**config.mk**
```make
export PLATFORM = sky130hd
export DESIGN_NAME = fib_seq_gen
export DESIGN_NICKNAME = d
export VERILOG_FILES = /design/src/rtl/fib_seq_gen.sv
export SDC_FILE = /design/constraint.sdc
export NUM_CORES = 1
export LEC_CHECK = 0
export BUFFER_PORTS_ARGS = -buffer_cell sky130_fd_sc_hd__buf_4
export CAP_MARGIN = 20
export CORE_MARGIN = 1.5
export CORE_UTILIZATION = 29
export CTS_BUF_LIST = sky130_fd_sc_hd__clkbuf_16
export DETAILED_ROUTE_END_ITERATION = 12
export GPL_TIMING_DRIVEN = 1
export PLACE_DENSITY_LB_ADDON = 0.2
export SLEW_MARGIN = 40
export SYNTH_ARGS = -nofsm -noshare
export SYNTH_HDL_FRONTEND = slang
export SYNTH_SLANG_ARGS = --single-unit
```
**constraint.sdc**
```tcl
create_clock -name clk -period 3.6 [get_ports clk]
set_input_delay 0.54 -clock clk [delete_from_list [all_inputs] [get_ports clk]]
set_output_delay 0.54 -clock clk [all_outputs]
set_load 0.02 [all_outputs]
```
**src/rtl/fib_seq_gen.sv**
```systemverilog
// fib_seq_gen: programmable additive-sequence generator (t[n+2] = t[n] + t[n+1]).
//
// Emits num_terms terms, starting from two arbitrary seeds, on a valid/ready stream.
// Each term is tagged with its index. A run is started with start, which is only
// honoured in IDLE. busy is high for the whole run. done pulses for one cycle when
// the run ends.
//
// Parameters:
//   WIDTH    - bit width of seeds and terms
//   CNT_W    - width of num_terms and out_index
//   OVF_MODE - overflow policy: 0 = stop, 1 = wrap modulo 2^WIDTH, 2 = saturate
//
// Ports:
//   clk        in   clock, rising edge
//   reset      in   synchronous active-high reset
//   start      in   begin a run (sampled in IDLE only)
//   seed_a     in   term 0
//   seed_b     in   term 1
//   num_terms  in   number of terms to emit (0 = empty run, done only)
//   out_ready  in   consumer accepts the current term
//   out_valid  out  out/out_index hold a valid term
//   out        out  current term
//   out_index  out  index of the current term
//   busy       out  run in progress
//   done       out  one-cycle end-of-run pulse
//   overflow   out  sticky overflow flag, cleared by the next accepted start
//   out_sum    out  (FIB_SEQ_SUM_EN only) running sum of emitted terms
//
// Optional feature macro: FIB_SEQ_SUM_EN adds the out_sum accumulator and port.

module fib_seq_gen #(
  parameter int unsigned WIDTH    = 17,
  parameter int unsigned CNT_W    = 8,
  parameter int unsigned OVF_MODE = 0
) (
  input  logic                   clk,
  input  logic                   reset,
  input  logic                   start,
  input  logic [WIDTH-1:0]       seed_a,
  input  logic [WIDTH-1:0]       seed_b,
  input  logic [CNT_W-1:0]       num_terms,
  input  logic                   out_ready,
  output logic                   out_valid,
  output logic [WIDTH-1:0]       out,
  output logic [CNT_W-1:0]       out_index,
  output logic                   busy,
  output logic                   done,
  output logic                   overflow
`ifdef FIB_SEQ_SUM_EN
  ,
  output logic [WIDTH+CNT_W-1:0] out_sum
`endif
);

  // Any mode value other than wrap or saturate behaves as stop.
  localparam bit IsWrap = (OVF_MODE == 1);
  localparam bit IsSat  = (OVF_MODE == 2);
  localparam bit IsStop = !IsWrap && !IsSat;

  typedef enum logic [0:0] {
    StIdle,
    StRun
  } state_e;

  state_e state_q, state_d;

  // a_q is the term currently on out; b_q is the term that follows it.
  // The *_ovf tags mark a term whose generating sum carried out of WIDTH bits.
  logic [WIDTH-1:0] a_q, a_d;
  logic [WIDTH-1:0] b_q, b_d;
  logic             a_ovf_q, a_ovf_d;
  logic             b_ovf_q, b_ovf_d;
  logic [CNT_W-1:0] remaining_q, remaining_d;
  logic [WIDTH-1:0] out_q, out_d;
  logic [CNT_W-1:0] index_q, index_d;
  logic             done_q, done_d;
  logic             overflow_q, overflow_d;

  logic             start_ok;
  logic             start_run;
  logic             xfer;
  logic             stop_ovf;
  logic             last_xfer;
  logic [WIDTH:0]   sum_full;
  logic             carry;
  logic [WIDTH-1:0] next_b;
  logic             next_b_ovf;

  assign start_ok  = (state_q == StIdle) && start;
  assign start_run = start_ok && (num_terms != '0);
  assign xfer      = (state_q == StRun) && out_ready;
  // In stop mode a tagged successor ends the run after the current term.
  assign stop_ovf  = IsStop && b_ovf_q;
  assign last_xfer = xfer && ((remaining_q == CNT_W'(1)) || stop_ovf);

  assign sum_full  = {1'b0, a_q} + {1'b0, b_q};
  assign carry     = sum_full[WIDTH];

  // Saturation is sticky: once any operand was clamped, every later term is too.
  always_comb begin
    next_b     = sum_full[WIDTH-1:0];
    next_b_ovf = carry;
    if (IsSat && (carry || a_ovf_q || b_ovf_q)) begin
      next_b     = '1;
      next_b_ovf = 1'b1;
    end
  end

  // ---------------------------------------------------------------------------
  // FSM: state register
  // ---------------------------------------------------------------------------
  always_ff @(posedge clk) begin
    if (reset) begin
      state_q <= StIdle;
    end else begin
      state_q <= state_d;
    end
  end

  // ---------------------------------------------------------------------------
  // FSM: next-state logic
  // ---------------------------------------------------------------------------
  always_comb begin
    state_d = state_q;
    unique case (state_q)
      StIdle: begin
        if (start_run) begin
          state_d = StRun;
        end
      end
      StRun: begin
        if (last_xfer) begin
          state_d = StIdle;
        end
      end
      default: state_d = StIdle;
    endcase
  end

  // ---------------------------------------------------------------------------
  // FSM: outputs
  // ---------------------------------------------------------------------------
  // out_valid tracks RUN exactly: RUN is entered with a term loaded and left on
  // the transfer of the last one, so done (registered) never overlaps it.
  always_comb begin
    busy      = (state_q == StRun);
    out_valid = (state_q == StRun);
  end

  assign out       = out_q;
  assign out_index = index_q;
  assign done      = done_q;
  assign overflow  = overflow_q;

  // ---------------------------------------------------------------------------
  // Datapath next-state
  // ---------------------------------------------------------------------------
  always_comb begin
    a_d         = a_q;
    b_d         = b_q;
    a_ovf_d     = a_ovf_q;
    b_ovf_d     = b_ovf_q;
    remaining_d = remaining_q;
    out_d       = out_q;
    index_d     = index_q;
    overflow_d  = overflow_q;
    done_d      = 1'b0;

    if (start_ok) begin
      a_d         = seed_a;
      b_d         = seed_b;
      a_ovf_d     = 1'b0;
      b_ovf_d     = 1'b0;
      remaining_d = num_terms;
      overflow_d  = 1'b0;
      if (num_terms != '0) begin
        out_d   = seed_a;
        index_d = '0;
      end else begin
        // Empty run: nothing to emit, just signal completion.
        done_d = 1'b1;
      end
    end else if (xfer) begin
      remaining_d = remaining_q - CNT_W'(1);
      if (last_xfer) begin
        // out/out_index keep the last emitted term.
        done_d = 1'b1;
        if (stop_ovf) begin
          overflow_d = 1'b1;
        end
      end else begin
        out_d   = b_q;
        index_d = index_q + CNT_W'(1);
        a_d     = b_q;
        a_ovf_d = b_ovf_q;
        b_d     = next_b;
        b_ovf_d = next_b_ovf;
        // Flag rises on the cycle the tagged term is presented.
        if (b_ovf_q) begin
          overflow_d = 1'b1;
        end
      end
    end
  end

  // ---------------------------------------------------------------------------
  // Datapath registers
  // ---------------------------------------------------------------------------
  always_ff @(posedge clk) begin
    if (reset) begin
      a_q         <= '0;
      b_q         <= '0;
      a_ovf_q     <= 1'b0;
      b_ovf_q     <= 1'b0;
      remaining_q <= '0;
      out_q       <= '0;
      index_q     <= '0;
      done_q      <= 1'b0;
      overflow_q  <= 1'b0;
    end else begin
      a_q         <= a_d;
      b_q         <= b_d;
      a_ovf_q     <= a_ovf_d;
      b_ovf_q     <= b_ovf_d;
      remaining_q <= remaining_d;
      out_q       <= out_d;
      index_q     <= index_d;
      done_q      <= done_d;
      overflow_q  <= overflow_d;
    end
  end

`ifdef FIB_SEQ_SUM_EN
  // ---------------------------------------------------------------------------
  // Optional accumulator of emitted terms (values as presented on out)
  // ---------------------------------------------------------------------------
  logic [WIDTH+CNT_W-1:0] sum_q, sum_d;

  always_comb begin
    sum_d = sum_q;
    if (start_ok) begin
      sum_d = '0;
    end else if (xfer) begin
      sum_d = sum_q + (WIDTH+CNT_W)'(out_q);
    end
  end

  always_ff @(posedge clk) begin
    if (reset) begin
      sum_q <= '0;
    end else begin
      sum_q <= sum_d;
    end
  end

  assign out_sum = sum_q;
`endif

endmodule

```
==> metrics.csv <==
stage;metric;value;unit
run_status;status;finished clean;
detailed_routing;dr.max_layer_used;met4;
synth;netlist_area;0.00368;mm^2
synth;syn_avg_cell_area;8.20;um^2
sta;setup_viol;0;
synth;yosysSeqAreaShare;0.386;
floorplanning;start_util;0.302;
synth;synth-async-reset-ratio;0;
power;p_leak;1.94;nW
sta;hold_viol;0;
detailed_routing;wl_per_cell;14.5;um
setup_path;cp_common_cell;nand2_1;
setup_path;critPathLaunchType;flop;
clocking;path_clk_slew;0.06;ns
sta;finalClockSkew;0.00923;ns
sta;finalCriticalPeriod;2.72;ns
flow_run;maxCapViolCount;0;
detailed_routing;drc;0;
setup_path;required;3.86;ns
place;place_ws;0.774;ns
setup_path;worstPathMaxFanout;36;
clocking;cts.htree.levels;3;
synth;yosysWarnings;0;
floorplanning;die_x;116;um
synth;syn_inst;449;
synth;synth-main-ff-cell;dfxtp_1;
clocking;ctsHoldBuffers;0;
sta;final.setup.tns;0;ns
detailed_routing;dr_wl_met3;416;um
hold_path;hold_class;in2reg;
cells_and_area;seq_area;0.00142;mm^2
sta;fin_ws;0.883;ns
global_route;gr-total-overflow;0;
floorplanning;io_pins;75;
synth;synth_top_area_cell;dfxtp_1;
setup_path;critPathSlowestCell;a21boi_4;
setup_path;cp_num_buf_inv;1;
sta;timing.fmax;368;MHz
floorplanning;die_height;116;um
cells_and_area;final_common_cell;buf_4;
cells_and_area;syn_to_final_growth;26.3;%
detailed_routing;drt_iter0_drc;140;
power;power.total;2.25;mW
setup_path;r2r-start;busy;
cells_and_area;nFillCells;1317;
global_route;grt_max_degree;69;
clocking;clock_path_buffers;2;
global_route;grt_pass1_vias;3421;
detailed_routing;routed_wirelength;9900;um
power;peakVddDrop;230;uV
place;port_buffers;74;
power;power.density_cell_area;484;mW/mm^2
cells_and_area;multiInputGateArea;0.00211;mm^2
global_route;antenna_found_initial;0;
setup_path;crit_chain;nand2_1 > a311o_1 > buf_4 > a21boi_4 > nand2_1 > or3_1 > a21oi_1;
cells_and_area;drive_above_1_share;0.196;
clocking;cts.sinks;71;
sta;rsz0062_at_grt;false;
clocking;numCtsBuffers;9;
clocking;cts_resized;0;
floorplanning;fp-row-count;40;
clocking;cts_tree;yes;
cells_and_area;nets;578;
synth;synth_nets;516;
global_route;grt.total_usage;0.157;
setup_path;path_delay_family;compound AO/OA/AOI/OAI gates;
setup_path;cpPeakStageDelay;0.61;ns
floorplanning;fp.dieArea;0.0134;mm^2
sta;fin_hold_ws;0.468;ns
setup_path;critPathLaunch;busy;
synth;synth-seq-cells;71;
synth;yosys.area.top_type_share;0.386;
setup_path;path_class;reg2reg;
detailed_routing;met1_length;4720;um
clocking;cts_root_buffer;clkbuf_16;
cells_and_area;layout_common_cells;buf_4 (81), nor2_1 (75), dfxtp_1 (71);
detailed_routing;viasPerCell;5.01;
synth;synth_cell_type_count;56;
place;dpl.hpwl;6950;um
hold_path;hp-start;num_terms[0];
global_route;grt_pass1_wl;16600;um
clocking;clk_latency;0.33;ns
detailed_routing;ant_nets;0;
sta;tightest_slew;0.737;ns
sta;slew_headroom;0.509;
setup_path;arrival;2.98;ns
synth;synthTopCellsByArea;dfxtp_1 (39%), nor2_1 (7.6%), ha_1 (6.8%);
synth;synth_edf_count;0;
sta;min_period_over_period;0.755;
detailed_routing;drtPass1Iterations;6;
detailed_routing;vias;3428;
cells_and_area;diodes;0;
sta;drv_slew;0;
floorplanning;core_area;0.0122;mm^2
clocking;postCtsSetupBuffers;0;
detailed_routing;wl_met2;4630;um
setup_path;cp-end-kind;flop;
place;place_congestion;0.823;
[worst min-delay path, stage by stage]
cell and delay (ns):
buf_4 0.09, a221oi_1 0.06, nor2_1 0.07
[registers in the layout, indices dropped and copies added (netlist names)]
register / count
b_q: 17
overflow: 1
a_q: 17
out: 17
out_index: 8
busy: 1
done: 1
remaining_q: 8
b_ovf_q: 1
[per-layer routing]
metal	vias up	global-route usage
li1	1762	-
met1	1591	0.203
met2	64	0.256
met3	11	0.0371
met4	0	0.0577
met5	-	0
[final cells by class]
type | count | share of cell area
Sequential cell | 71 | 0.306
Tap cell | 168 | 0.0452
Timing Repair Buffer | 81 | 0.131
Clock inverter | 7 | 0.0118
Inverter | 5 | 0.00404
Clock buffer | 9 | 0.0484
Multi-Input combinational cell | 343 | 0.454
[Yosys cell counts (all sizes together), types with 6 or more instances]
| cell type | instances |
|---|---|
| o22ai | 16 |
| nor3 | 26 |
| xor2 | 9 |
| nand3 | 8 |
| a211oi | 25 |
| dfxtp | 71 |
| a21oi | 25 |
| a311oi | 7 |
| ha | 20 |
| xnor2 | 6 |
| nor2 | 76 |
| a21o | 6 |
| buf | 14 |
| o21ai | 15 |
| nand2 | 42 |
| clkbuf | 16 |
[metrics by stage]
step	cell area, um^2	utilization	cells
floorplan	3680	-	449
global placement	4360	0.357	668
detailed placement	4370	0.358	668
CTS	4650	0.381	684
global route	4650	0.381	684
finish	4650	0.381	684
[where the power goes]
part	leakage [nW]	total, mW	switching [mW]	internal, mW
logic	1.21	0.498	0.285	0.213
clock network	0.143	0.845	0.322	0.524
registers	0.586	0.908	0.0506	0.857
[cell families after synthesis]
group	Yosys count	share of synthesized area
muxes	2	0.00578
AOI/OAI and AO/OA	122	0.231
buffers and inverters	35	0.0432
and+or+nand+nor	183	0.225
xor gates and xnor gates	15	0.0357
DFF	71	0.386
adders and majority gates	21	0.0734
[path summary, 6_finish.rpt]
kind	end	slack [ns]	depth (start not counted)
hold reg to reg	a_q[8]	0.49	2
hold / removal	remaining_q[0]	0.47	3
setup reg to reg	out_index[6]	0.88	7
setup / recovery	out_index[6]	0.88	7
Power figures use the tool's default switching activity.
